===== src/rtl/instruction_encode_loader.sv =====
// rtl/instruction_encode_loader.sv - RV32 field-bundle encoder that streams encoded words into instruction memory
module instruction_encode_loader (
  input  logic        clk,
  input  logic        rst_n,
  input  logic        start,
  input  logic [31:0] base_addr,
  output logic        done,
  output logic        err,
  output logic [15:0] count,
  input  logic        in_valid,
  output logic        in_ready,
  input  logic        in_last,
  input  logic [2:0]  fmt,
  input  logic [6:0]  opcode,
  input  logic [4:0]  rd,
  input  logic [2:0]  funct3,
  input  logic [4:0]  rs1,
  input  logic [4:0]  rs2,
  input  logic [6:0]  funct7,
  input  logic [31:0] imm,
  output logic        mem_we,
  output logic [31:0] mem_addr,
  output logic [31:0] mem_wdata,
  input  logic        mem_ready
);

  typedef enum logic [1:0] {IDLE, RUN, WRITE, DONE} state_t;

  state_t      state, state_nxt;
  logic [31:0] addr;
  logic [31:0] enc_word;
  logic        last_q;
  logic        legal;

  assign legal = (fmt <= 3'd5);

  always_comb begin
    enc_word = '0;
    case (fmt)
      3'd0: enc_word = {funct7, rs2, rs1, funct3, rd, opcode};
      3'd1: enc_word = {imm[11:0], rs1, funct3, rd, opcode};
      3'd2: enc_word = {imm[11:5], rs2, rs1, funct3, imm[4:0], opcode};
      3'd3: enc_word = {imm[12], imm[10:5], rs2, rs1, funct3, imm[4:1], imm[11], opcode};
      3'd4: enc_word = {imm[31:12], rd, opcode};
      3'd5: enc_word = {imm[20], imm[10:1], imm[11], imm[19:12], rd, opcode};
      default: enc_word = '0;
    endcase
  end

  always_ff @(posedge clk) begin
    if (!rst_n) state <= IDLE;
    else        state <= state_nxt;
  end

  always_comb begin
    state_nxt = state;
    in_ready  = 1'b0;
    done      = 1'b0;
    mem_we    = 1'b0;
    case (state)
      IDLE: begin
        if (start) state_nxt = RUN;
      end
      RUN: begin
        in_ready = 1'b1;
        // an illegal bundle is dropped but its in_last still closes the session
        if (in_valid) begin
          if (legal)        state_nxt = WRITE;
          else if (in_last) state_nxt = DONE;
        end
      end
      WRITE: begin
        mem_we = 1'b1;
        if (mem_ready) state_nxt = last_q ? DONE : RUN;
      end
      DONE: begin
        done = 1'b1;
        if (start) state_nxt = RUN;
      end
      default: state_nxt = IDLE;
    endcase
  end

  always_ff @(posedge clk) begin
    if (!rst_n) begin
      addr      <= '0;
      count     <= '0;
      err       <= 1'b0;
      mem_addr  <= '0;
      mem_wdata <= '0;
      last_q    <= 1'b0;
    end else begin
      case (state)
        IDLE, DONE: begin
          if (start) begin
            addr  <= base_addr;
            count <= '0;
            err   <= 1'b0;
          end
        end
        RUN: begin
          if (in_valid) begin
            if (legal) begin
              mem_wdata <= enc_word;
              mem_addr  <= addr;
              last_q    <= in_last;
            end else begin
              err <= 1'b1;
            end
          end
        end
        WRITE: begin
          if (mem_ready) begin
            addr  <= addr + 32'd4;
            count <= count + 16'd1;
          end
        end
        default: ;
      endcase
    end
  end

endmodule


===== config.mk =====
export PLATFORM = sky130hd
export DESIGN_NAME = instruction_encode_loader
export DESIGN_NICKNAME = d
export VERILOG_FILES = /design/src/rtl/instruction_encode_loader.sv
export SDC_FILE = /design/constraint.sdc
export NUM_CORES = 1
export LEC_CHECK = 0
export BUFFER_PORTS_ARGS = -buffer_cell sky130_fd_sc_hd__buf_2
export CAP_MARGIN = 25
export CELL_PAD_IN_SITES_DETAIL_PLACEMENT = 2
export CELL_PAD_IN_SITES_GLOBAL_PLACEMENT = 2
export CORE_MARGIN = 8
export CORE_UTILIZATION = 30
export CTS_CLUSTER_SIZE = 28
export DETAILED_ROUTE_END_ITERATION = 10
export PLACE_DENSITY_LB_ADDON = 0.1
export SETUP_SLACK_MARGIN = 0.02
export SYNTH_ARGS = -nofsm -noshare
export SYNTH_HDL_FRONTEND = slang
export SYNTH_SLANG_ARGS = --single-unit

===== constraint.sdc =====
create_clock -name clk -period 5.22 [get_ports clk]
set_clock_uncertainty 0.1 [all_clocks]
set_input_delay 0.261 -clock clk [delete_from_list [all_inputs] [get_ports clk]]
set_output_delay 0.261 -clock clk [all_outputs]
set_load 0.02 [all_outputs]

==> flow_summary_export.csv, run 1 <==
group,metric,value,unit
synthesis,synth_top_cell_area_share,40.3,%
critical_path,rr_worst_depth,8,
final_layout,seqCellArea,2320,um^2
status,outcome,"finished, final reports clean",
sta,slew_viol_final,0,
global_routing,grt_use_total,19.7,%
synthesis,synth_top_family_by_area,"simple AND/OR/NAND/NOR gates",
cts,cts_tree,"built",
critical_path,cpPeakStageDelay,0.55,ns
sta,setup_violations,0,
synthesis,netlist_top_cells_area,"dfxtp_1, nand2_1, a21oi_1",
detailed_routing,vias,6279,
cts,post_cts_buffers,0,
sta,fin_crit_sh,52.2,%
sta,hold_viol_final,0,
synthesis,syn_area_per_cell,7.89,um^2
die,start_util,30.7,%
power_and_ir_drop,p_leak,3.13,nW
worst_hold_path,holdPathStages,3,
worst_hold_path,holdPathEnd,"mem_wdata[3]$_SDFFE_PN0P_",
synthesis,synth_edf_count,0,
final_layout,antennaDiodeCount,0,
synthesis,netlist_area,5770,um^2
placed_design,dp.cells,1105,
global_routing,grt_pass1_vias,7066,
sta,hold_ws,0.0157,ns
final_layout,final.fill_count,2188,
cts,cts_sinks,116,
final_layout,fin_nets,1008,
placed_design,gp_congestion,0.768,
critical_path,r2r_end,"addr[25]$_SDFFE_PN0P_",
die,placement_rows,50,
synthesis,ys_async_sr_fraction,0,%
detailed_routing,firstDrtPassIters,5,
synthesis,synthMuxAreaShare,2.17,%
final_layout,fin_cells,1140,
sta,period_minus_slack,2.73,ns
synthesis,yosysUniqueCellTypes,60,
global_routing,overflow,0,
cts,cts_hold_buf,7,
critical_path,critical-path-slowest-cell,"nor2_1",
sta,worst_pin_slew,0.973,ns
synthesis,ys_seq_area_share,40.3,%
synthesis,synth-simple-area-share,25.0,%
cts,clkTransAtPathRegs,0.05,ns
die,dieWidth,155,um
die,dieArea,23900,um^2
synthesis,netlist_instances,731,
synthesis,yosys.area_share.adder,1.30,%
synthesis,synth_xor_area_share,2.43,%
final_layout,synthToLayoutAreaGrowth,29.2,%
critical_path,cp_max_fo,52,
cts,cts_resized,0,
power_and_ir_drop,ir_drop,191,uV
cts,cts_buffers,17,
critical_path,critPathLaunchType,"register",
synthesis,yosysTopAreaCell,"dfxtp_1",
critical_path,rr_startpoint,"state[0]$_SDFFE_PN0P_",
synthesis,synth_seq_cells,116,
detailed_routing,drt-total-wl,23.3,mm
critical_path,crit_path_cell_trace,"inv_1 > ha_1 > buf_4 > nor2b_1 > nor2_1 > a21oi_1 > or4_1 > o211ai_1",
power_and_ir_drop,pwr_density_cell,443,nW/um^2
die,coreArea,18800,um^2
flow_run,max_cap_violations,0,
sta,slew_headroom,35.1,%
die,ios,189,
detailed_routing,vias_per_cell,5.51,
worst_hold_path,worstHoldStart,"opcode[3]",
cts,worstSkewPairLatency,0.41,ns
critical_path,rrSetupSlack,2.49,ns
global_routing,antenna_found_initial,1,
placed_design,port_buffers,188,
global_routing,grt_max_degree,53,
cts,cts_buffer_depth,2,
synthesis,synth_compound_area_share,24.4,%
detailed_routing,drc,0,
global_routing,grt_pass1_wl,37.7,mm
critical_path,path_class,"reg2reg",
die,die_height,155,um
cts,clockRootBuffer,"clkbuf_16",
placed_design,place_hpwl,17.2,mm
critical_path,arrival,2.95,ns
synthesis,ys_warn_count,0,
final_layout,final_util,39.7,%
sta,rsz0062_at_grt,"no",
critical_path,worstSetupEndpointType,"register",
critical_path,critPathRequiredTime,5.44,ns
power_and_ir_drop,finalPower,3.30,mW
sta,max_freq,367,MHz
sta,setup-tns-final,0,ns
detailed_routing,wl_per_cell,20.5,um
synthesis,synth_fp_nets,842,
synthesis,synth_ff_type,"dfxtp_1",
final_layout,drive_above_1_share,25.9,%
detailed_routing,first_iter_violations,284,
cts,htreeDepth,4,
worst_hold_path,hold_class,"in2reg",
final_layout,multiInputGateArea,3190,um^2
detailed_routing,ant_nets,0,
cells by family (layout without fill, tap and decap cells):
family / Yosys count / after routing
and+or+nand+nor: 305 / 305
AOI/OAI and AO/OA: 209 / 209
DFF: 116 / 116
buffers and inverters: 67 / 242
xor gates and xnor gates: 16 / 16
muxes: 12 / 12
adders and majority gates: 6 / 6
synth_stat cells, drive strengths merged, types with 4 or more instances:
cell type and number:
a21oi 76, a221oi 12, a22o 6, a22oi 22, a31oi 11, and2 4
and3 11, and4 7, buf 9, clkbuf 46, dfxtp 116, ha 6
inv 12, mux2 4, mux2i 8, nand2 134, nand2b 4, nand3 22
nand3b 5, nand4 12, nor2 55, nor2b 10, nor3 18, nor4 8
o211a 10, o211ai 9, o21a 4, o21ai 16, o221ai 7, o22ai 6
o31ai 6, or4 5, xnor2 9, xor2 7
per-stage QoR:
step	worst slack, ns	cell area, um^2
3_5_place_dp	2.53	6850
2_1_floorplan	2.98	5770
4_1_cts	2.50	7450
3_3_place_gp	2.64	6850
5_1_grt	2.28	7450
6_report	2.49	7450
routing by layer:
layer | share of wire [%] | vias up | GRT usage (%)
met1 | 42 | 3111 | 21.8
met2 | 51 | 148 | 35.2
met5 | 0.056 | - | 0
met4 | 1.6 | 2 | 6.67
met3 | 5.6 | 31 | 6.16
li1 | - | 2987 | -
area by class of cell:
class                      count  share of cell area, %
clock buffer                  22                   6.50
clock inverter                 6                  0.739
inverter                      12                  0.604
multi-input combinational    548                   42.8
sequential                   116                   31.2
tap                          234                   3.93
timing repair buffer         202                   14.3
sequential cells by signal (all words and copies together) (netlist names):
signal and cells:
addr 32, mem_wdata 32, count 16, mem_addr 32, err 1, state 2
last_q 1
how the worst max path moves through the flow:
stage                               start                     to  slack (ns)  depth (start not counted)
floorplan            addr[2]$_SDFFE_PN0P_  addr[22]$_SDFFE_PN0P_        2.98                          7
global placement    state[0]$_SDFFE_PN0P_  addr[25]$_SDFFE_PN0P_        2.64                          8
detailed placement  state[1]$_SDFFE_PN0P_  addr[25]$_SDFFE_PN0P_        2.53                          7
CTS                 state[0]$_SDFFE_PN0P_  addr[25]$_SDFFE_PN0P_        2.50                          8
global route        state[0]$_SDFFE_PN0P_  addr[25]$_SDFFE_PN0P_        2.28                          8
finish              state[0]$_SDFFE_PN0P_  addr[25]$_SDFFE_PN0P_        2.49                          8
cell usage in the layout, fill, tap and decap left out, drive strengths merged, types with 6 or more instances in the layout:
cell,Yosys,routed
a22o,6,6
nor4,8,8
nand4,12,12
nand3,22,22
nor3,18,18
mux2i,8,8
o22ai,6,6
o31ai,6,6
buf,9,195
o221ai,7,7
o211ai,9,9
o211a,10,10
nor2,55,55
and4,7,7
a22oi,22,22
ha,6,6
a31oi,11,11
a221oi,12,12
o21ai,16,16
dlygate4sd3,0,7
clkbuf,46,22
nor2b,10,10
dfxtp,116,116
and3,11,11
a21oi,76,76
xnor2,9,9
inv,12,12
nand2,134,134
xor2,7,7
where the power goes:
part / switching [mW] / total (mW) / internal (mW)
clock: 0.407 / 1.10 / 0.689
combinational: 0.630 / 0.982 / 0.352
sequential: 0.186 / 1.22 / 1.04
total: 1.22 / 3.30 / 2.08
worst max-delay path: cells and delay by family, from the launching register on:
kind	cells	cell delay, ns
adder cells (fa/ha/maj)	1	0.19
buffers and inverters	2	0.36
AO/OA/AOI/OAI	2	0.28
AND/OR/NAND/NOR	3	1.30
flip-flops	1	0.41
No activity file was read; power rests on OpenSTA's default activity.
==> run 2, diff against run 1 <==
--- a/config.mk
+++ b/config.mk
@@ -5,12 +5,13 @@
 export SDC_FILE = /design/constraint.sdc
 export NUM_CORES = 1
 export LEC_CHECK = 0
+export ABC_AREA = 1
 export BUFFER_PORTS_ARGS = -buffer_cell sky130_fd_sc_hd__buf_2
 export CAP_MARGIN = 25
 export CELL_PAD_IN_SITES_DETAIL_PLACEMENT = 2
 export CELL_PAD_IN_SITES_GLOBAL_PLACEMENT = 2
 export CORE_MARGIN = 8
-export CORE_UTILIZATION = 30
+export CORE_UTILIZATION = 27
 export CTS_CLUSTER_SIZE = 28
 export DETAILED_ROUTE_END_ITERATION = 10
 export PLACE_DENSITY_LB_ADDON = 0.1
==> constraint.sdc (replaced) <==
create_clock -name clk -period 2.64 [get_ports clk]
set_clock_uncertainty 0.1 [all_clocks]
set_input_delay 0.132 -clock clk [delete_from_list [all_inputs] [get_ports clk]]
set_output_delay 0.132 -clock clk [all_outputs]
set_load 0.02 [all_outputs]
==> flow_summary_export.csv, run 2 <==
group,metric,value,unit
critical_path,crit_path_cell_trace,"dlygate4sd3_1 > buf_2 > inv_2 > nand2_1 > inv_1 > nand3_1 > nand2_1 > a21oi_1 > dlygate4sd3_1 > a41oi_1 > dlygate4sd3_1",
detailed_routing,first_iter_violations,167,
critical_path,critPathLaunchType,"input pin",
critical_path,path_buf_inv,6,
synthesis,synth_ff_type,"dfxtp_1",
final_layout,layout_common_cells,"nand2_1, buf_2, nor2_1",
status,outcome,"finished, final reports clean",
global_routing,top_usage_layer,"met2",
die,coreArea,21600,um^2
cts,clockRootBuffer,"clkbuf_16",
cts,htreeDepth,4,
synthesis,netlist_top_cells_count,"nand2_1, nor2_1, dfxtp_1",
critical_path,cpPeakStageDelay,0.57,ns
global_routing,antenna_found_initial,4,
synthesis,synth_top_cell_area_share,39.4,%
critical_path,path_common_cell,"dlygate4sd3_1",
cts,cts_tree,"built",
critical_path,rr_startpoint,"state[1]$_SDFFE_PN0P_",
sta,setup_violations,0,
critical_path,worstSetupEndpointType,"register",
detailed_routing,vias_per_cell,4.83,
synthesis,ys_warn_count,0,
global_routing,grt_use_total,19.4,%
synthesis,syn_area_per_cell,6.59,um^2
global_routing,use_met2,33.5,%
critical_path,r2r_end,"mem_wdata[13]$_SDFFE_PN0P_",
worst_hold_path,worstHoldStart,"base_addr[13]",
synthesis,synth_edf_count,0,
detailed_routing,drt-total-wl,25.9,mm
cts,worstSkewPairLatency,0.42,ns
placed_design,port_buffers,188,
worst_hold_path,holdPathEnd,"addr[13]$_SDFFE_PN0P_",
synthesis,netlist_top_cells_area,"dfxtp_1, nand2_1, nor2_1",
global_routing,met3_usage,6.72,%
power_and_ir_drop,pwr_density_cell,902,nW/um^2
global_routing,overflow,0,
final_layout,layout_commonest_cell,"nand2_1",
die,placement_rows,54,
synthesis,synth_seq_cells,116,
final_layout,fin_nets,1264,
synthesis,yosysTopAreaCell,"dfxtp_1",
critical_path,critPathRequiredTime,2.91,ns
detailed_routing,firstDrtPassIters,4,
synthesis,netlist_area,5900,um^2
die,die_height,164,um
synthesis,synth_fp_nets,1006,
power_and_ir_drop,p_leak,3.69,nW
sta,fin_crit_sh,94.2,%
sta,max_freq,402,MHz
synthesis,netlist_instances,895,
critical_path,cp_max_fo,7,
die,dieArea,26800,um^2
global_routing,grtUsageMet1,22.4,%
detailed_routing,drc,0,
placed_design,place_area,7110,um^2
worst_hold_path,hold_class,"in2reg",
critical_path,cp_top_family,"buffers and inverters",
die,dieWidth,164,um
cts,cts_sinks,116,
synthesis,ys_seq_area_share,39.4,%
synthesis,yosysUniqueCellTypes,33,
flow_run,max_cap_violations,0,
final_layout,finish.instance_area,8480,um^2
global_routing,grt_max_degree,81,
cts,cts_buffers,17,
power_and_ir_drop,ir_drop,398,uV
final_layout,drive_above_1_share,23.4,%
final_layout,top_regs,"addr: 32 flops, mem_addr: 32 flops, mem_wdata: 32 flops",
critical_path,critical-path-slowest-cell,"dlygate4sd3_1",
placed_design,place_hpwl,17.8,mm
sta,worst_pin_slew,0.676,ns
synthesis,ys_async_sr_fraction,0,%
critical_path,rr_worst_depth,8,
die,start_util,27.3,%
cts,cts_buffer_depth,2,
detailed_routing,ant_nets,0,
global_routing,grt_pass1_vias,7830,
sta,rsz0062_at_grt,"no",
cts,clkTransAtPathRegs,0.06,ns
detailed_routing,vias,6993,
synthesis,synth_most_common_cell,"nand2_1",
critical_path,path_class,"in2reg",
critical_path,arrival,2.75,ns
placed_design,gp_congestion,0.762,
final_layout,synthToLayoutAreaGrowth,43.9,%
global_routing,grt_pass1_wl,41.4,mm
sta,setup-tns-final,0,ns
critical_path,rrSetupSlack,0.22,ns
sta,hold_viol_final,0,
sta,slew_viol_final,0,
die,ios,189,
sta,slew_headroom,54.9,%
sta,period_minus_slack,2.49,ns
detailed_routing,wl_per_cell,17.9,um
worst_hold_path,holdPathStages,5,
run 2: kinds of logic after synthesis:
family	count (synthesis)	share of synthesized area, %
AO/OA/AOI/OAI	215	19.2
XOR/XNOR	1	0.149
adder cells (fa/ha/maj)	6	1.27
buffers and inverters	109	7.47
flip-flops	116	39.4
AND/OR/NAND/NOR	448	32.5
run 2: worst max path at each step:
stage / startpoint / to / slack (ns) / depth (start not counted)
floorplan: state[0]$_SDFFE_PN0P_ / count[9]$_SDFFE_PN0P_ / 0.87 / 12
global placement: state[0]$_SDFFE_PN0P_ / addr[6]$_SDFFE_PN0P_ / 0.62 / 9
detailed placement: state[0]$_SDFFE_PN0P_ / addr[7]$_SDFFE_PN0P_ / 0.52 / 10
CTS: fmt[1] / mem_wdata[31]$_SDFFE_PN0P_ / 0.06 / 12
global route: fmt[1] / mem_wdata[31]$_SDFFE_PN0P_ / 0.007 / 12
finish: fmt[1] / mem_wdata[31]$_SDFFE_PN0P_ / 0.15 / 11
run 2: metrics by stage:
stage	instances	hold WS, ns	utilization (%)	setup WS (ns)	total power, mW
CTS	1443	0.00220	39.1	0.0562	7.76
detailed placement	1333	0.269	32.9	0.517	5.30
finish	1448	0.00820	39.2	0.153	7.65
floorplan	895	0.167	-	0.869	4.34
global route	1448	0.0299	39.2	0.00692	8.23
global placement	1333	0.254	32.9	0.620	5.21
run 2: timing repair:
item                                   in CTS  in global routing
endpoints found under the hold margin      50                  0
setup buffers                               0                  3
hold buffers                               78                  0
setup endpoints to repair                   0                  2
gates resized for setup                     0                  2
run 2: cell type report:
type                            count  area [um^2]
Multi-Input combinational cell    670         3140
Inverter                           68          255
Clock inverter                     15          134
Antenna cell                        2         5.00
Timing Repair Buffer              280         1860
Tap cell                          280          350
Sequential cell                   116         2320
Fill cell                        2604        13100
Clock buffer                       17          425
run 2: layer usage:
| metal | up-vias | share of wire [%] |
|---|---|---|
| met5 | - | 0.097 |
| met4 | 4 | 0.88 |
| met3 | 23 | 7.2 |
| met2 | 137 | 49 |
| met1 | 3376 | 43 |
| li1 | 3453 | - |
run 2: power by group:
part	switching, mW	total [mW]	internal, mW
clock	0.941	2.24	1.30
sequential	0.413	2.60	2.19
combinational	1.84	2.81	0.965
run 2: worst register-to-register path: stages, from the launching register on:
cell           delay [ns]
dfxtp_1              0.37
inv_1                0.08
ha_1                 0.22
nand2_1              0.11
nor2_4               0.07
inv_2                0.49
a21oi_1              0.11
a21oi_1              0.21
dlygate4sd3_1        0.60
==> run 3, diff against run 2 <==
--- a/config.mk
+++ b/config.mk
@@ -12,10 +12,12 @@
 export CELL_PAD_IN_SITES_GLOBAL_PLACEMENT = 2
 export CORE_MARGIN = 8
 export CORE_UTILIZATION = 27
+export CTS_BUF_LIST = sky130_fd_sc_hd__clkbuf_16
 export CTS_CLUSTER_SIZE = 28
 export DETAILED_ROUTE_END_ITERATION = 10
 export PLACE_DENSITY_LB_ADDON = 0.1
 export SETUP_SLACK_MARGIN = 0.02
+export SKIP_CTS_REPAIR_TIMING = 1
 export SYNTH_ARGS = -nofsm -noshare
 export SYNTH_HDL_FRONTEND = slang
 export SYNTH_SLANG_ARGS = --single-unit
==> flow_summary_export.csv, run 3 (synthesized netlist as in run 2, its figures left out) <==
group,metric,value,unit
status,outcome,"finished, violations left",
status,violations,"hold timing",
sta,slew_headroom,54.1,%
detailed_routing,vias,6945,
cts,cts_buffers,17,
critical_path,critPathLaunchType,"register",
sta,setup_violations,0,
sta,slew_viol_final,0,
critical_path,cpPeakStageDelay,0.56,ns
die,die_height,164,um
final_layout,top_regs,"addr: 32 flops, mem_addr: 32 flops, mem_wdata: 32 flops",
global_routing,grt_max_degree,81,
cts,cts_buffer_depth,2,
placed_design,place_area,7110,um^2
global_routing,grt_pass1_vias,7224,
sta,period_minus_slack,2.40,ns
placed_design,port_buffers,188,
critical_path,path_common_cell,"a21oi_1",
final_layout,final.fill_count,2613,
die,ios,189,
critical_path,arrival,2.66,ns
final_layout,fin_nets,1249,
critical_path,path_buf_inv,3,
detailed_routing,drc,0,
die,dieWidth,164,um
critical_path,path_class,"reg2reg",
placed_design,gp_congestion,0.762,
detailed_routing,vias_per_cell,4.85,
flow_run,max_cap_violations,0,
sta,worst_pin_slew,0.688,ns
sta,max_freq,417,MHz
critical_path,critical-path-slowest-cell,"dlygate4sd3_1",
die,dieArea,26800,um^2
die,placement_rows,54,
critical_path,rrSetupSlack,0.24,ns
detailed_routing,firstDrtPassIters,4,
global_routing,antenna_found_initial,3,
sta,setup-tns-final,0,ns
power_and_ir_drop,finalPower,7.62,mW
cts,cts_tree,"built",
power_and_ir_drop,pwr_density_cell,914,nW/um^2
cts,clockRootBuffer,"clkbuf_16",
sta,fin_crit_sh,90.8,%
critical_path,cp_top_family,"buffers and inverters",
cts,worstSkewPairLatency,0.42,ns
global_routing,grt_pass1_wl,37.8,mm
critical_path,crit_path_cell_trace,"inv_1 > ha_1 > nand2_1 > nor2_4 > inv_2 > a21oi_1 > a21oi_1 > dlygate4sd3_1",
critical_path,worstSetupEndpointType,"register",
die,coreArea,21600,um^2
final_layout,antennaDiodeCount,0,
worst_hold_path,hold_class,"in2reg",
cts,clkTransAtPathRegs,0.06,ns
placed_design,place_hpwl,17.8,mm
critical_path,cp_max_fo,35,
cts,cts_sinks,116,
global_routing,grt_use_total,17.6,%
power_and_ir_drop,p_leak,3.63,nW
detailed_routing,drt-total-wl,25.4,mm
final_layout,layout_common_cells,"nand2_1, buf_2, nor2_1",
global_routing,overflow,0,
final_layout,finish.instance_area,8330,um^2
detailed_routing,first_iter_violations,158,
sta,hold_viol_final,5,
final_layout,synthToLayoutAreaGrowth,41.3,%
detailed_routing,wl_per_cell,17.7,um
sta,hold_ws,-0.0100,ns
power_and_ir_drop,ir_drop,398,uV
cts,htreeDepth,4,
sta,rsz0062_at_grt,"no",
die,start_util,27.3,%
final_layout,drive_above_1_share,23.4,%
final_layout,layout_commonest_cell,"nand2_1",
detailed_routing,ant_nets,0,
critical_path,critPathRequiredTime,2.91,ns
[run 3: changes by cell type in the layout (fill, tap and decap cells not counted), sizes merged]
| cell | previous run | this run |
|---|---|---|
| buf | 202 | 199 |
| dlygate4sd3 | 78 | 66 |
| diode | 2 | 0 |
[run 3: path summary, 6_finish.rpt]
kind | start | to | depth (start not counted)
setup / recovery | state[1]$_SDFFE_PN0P_ | mem_wdata[16]$_SDFFE_PN0P_ | 8
hold / removal | base_addr[15] | addr[15]$_SDFFE_PN0P_ | 5
setup reg to reg | state[1]$_SDFFE_PN0P_ | mem_wdata[16]$_SDFFE_PN0P_ | 8
hold reg to reg | addr[1]$_SDFFE_PN0P_ | addr[1]$_SDFFE_PN0P_ | 2
[run 3: worst reg2reg max path, cell delays in order (launching register included)]
cell and delay, ns:
dfxtp_1 0.37, inv_1 0.08, ha_1 0.22, nand2_1 0.11
nor2_4 0.07, inv_2 0.50, a21oi_1 0.14, a21oi_1 0.19
dlygate4sd3_1 0.56
[run 3: power by group]
part / total [mW] / switching [mW] / internal [mW]
Sequential: 2.60 / 0.412 / 2.19
Clock: 2.23 / 0.934 / 1.30
Combinational: 2.79 / 1.84 / 0.950
[run 3: layer usage]
layer  part of all wire (%)  track usage (%)  up-vias  routed length [um]
li1                       -                -     3425                   -
met1                     43             21.2     3346               11000
met2                     48             28.9      145               12200
met3                    7.3             6.89       23                1850
met4                   0.90             4.59        6                 227
met5                   0.16                0        -                  40
[run 3: final cells by class]
class	instances	area [um^2]	share of cell area, %
Multi-Input combinational cell	670	3140	37.6
Sequential cell	116	2320	27.9
Timing Repair Buffer	265	1710	20.5
Clock buffer	17	425	5.11
Tap cell	280	350	4.20
Inverter	68	255	3.06
Clock inverter	15	134	1.61
[run 3: per-stage QoR]
| stage | cells | hold WS (ns) | util [%] | setup slack (ns) |
|---|---|---|---|---|
| after floorplan | 895 | 0.167 | - | 0.869 |
| final | 1431 | -0.0100 | 38.5 | 0.244 |
| after CTS | 1365 | -0.183 | 35.5 | 0.424 |
| after detailed placement | 1333 | 0.269 | 32.9 | 0.517 |
| after global routing | 1431 | 0.00766 | 38.5 | 0.102 |
| after global placement | 1333 | 0.254 | 32.9 | 0.620 |
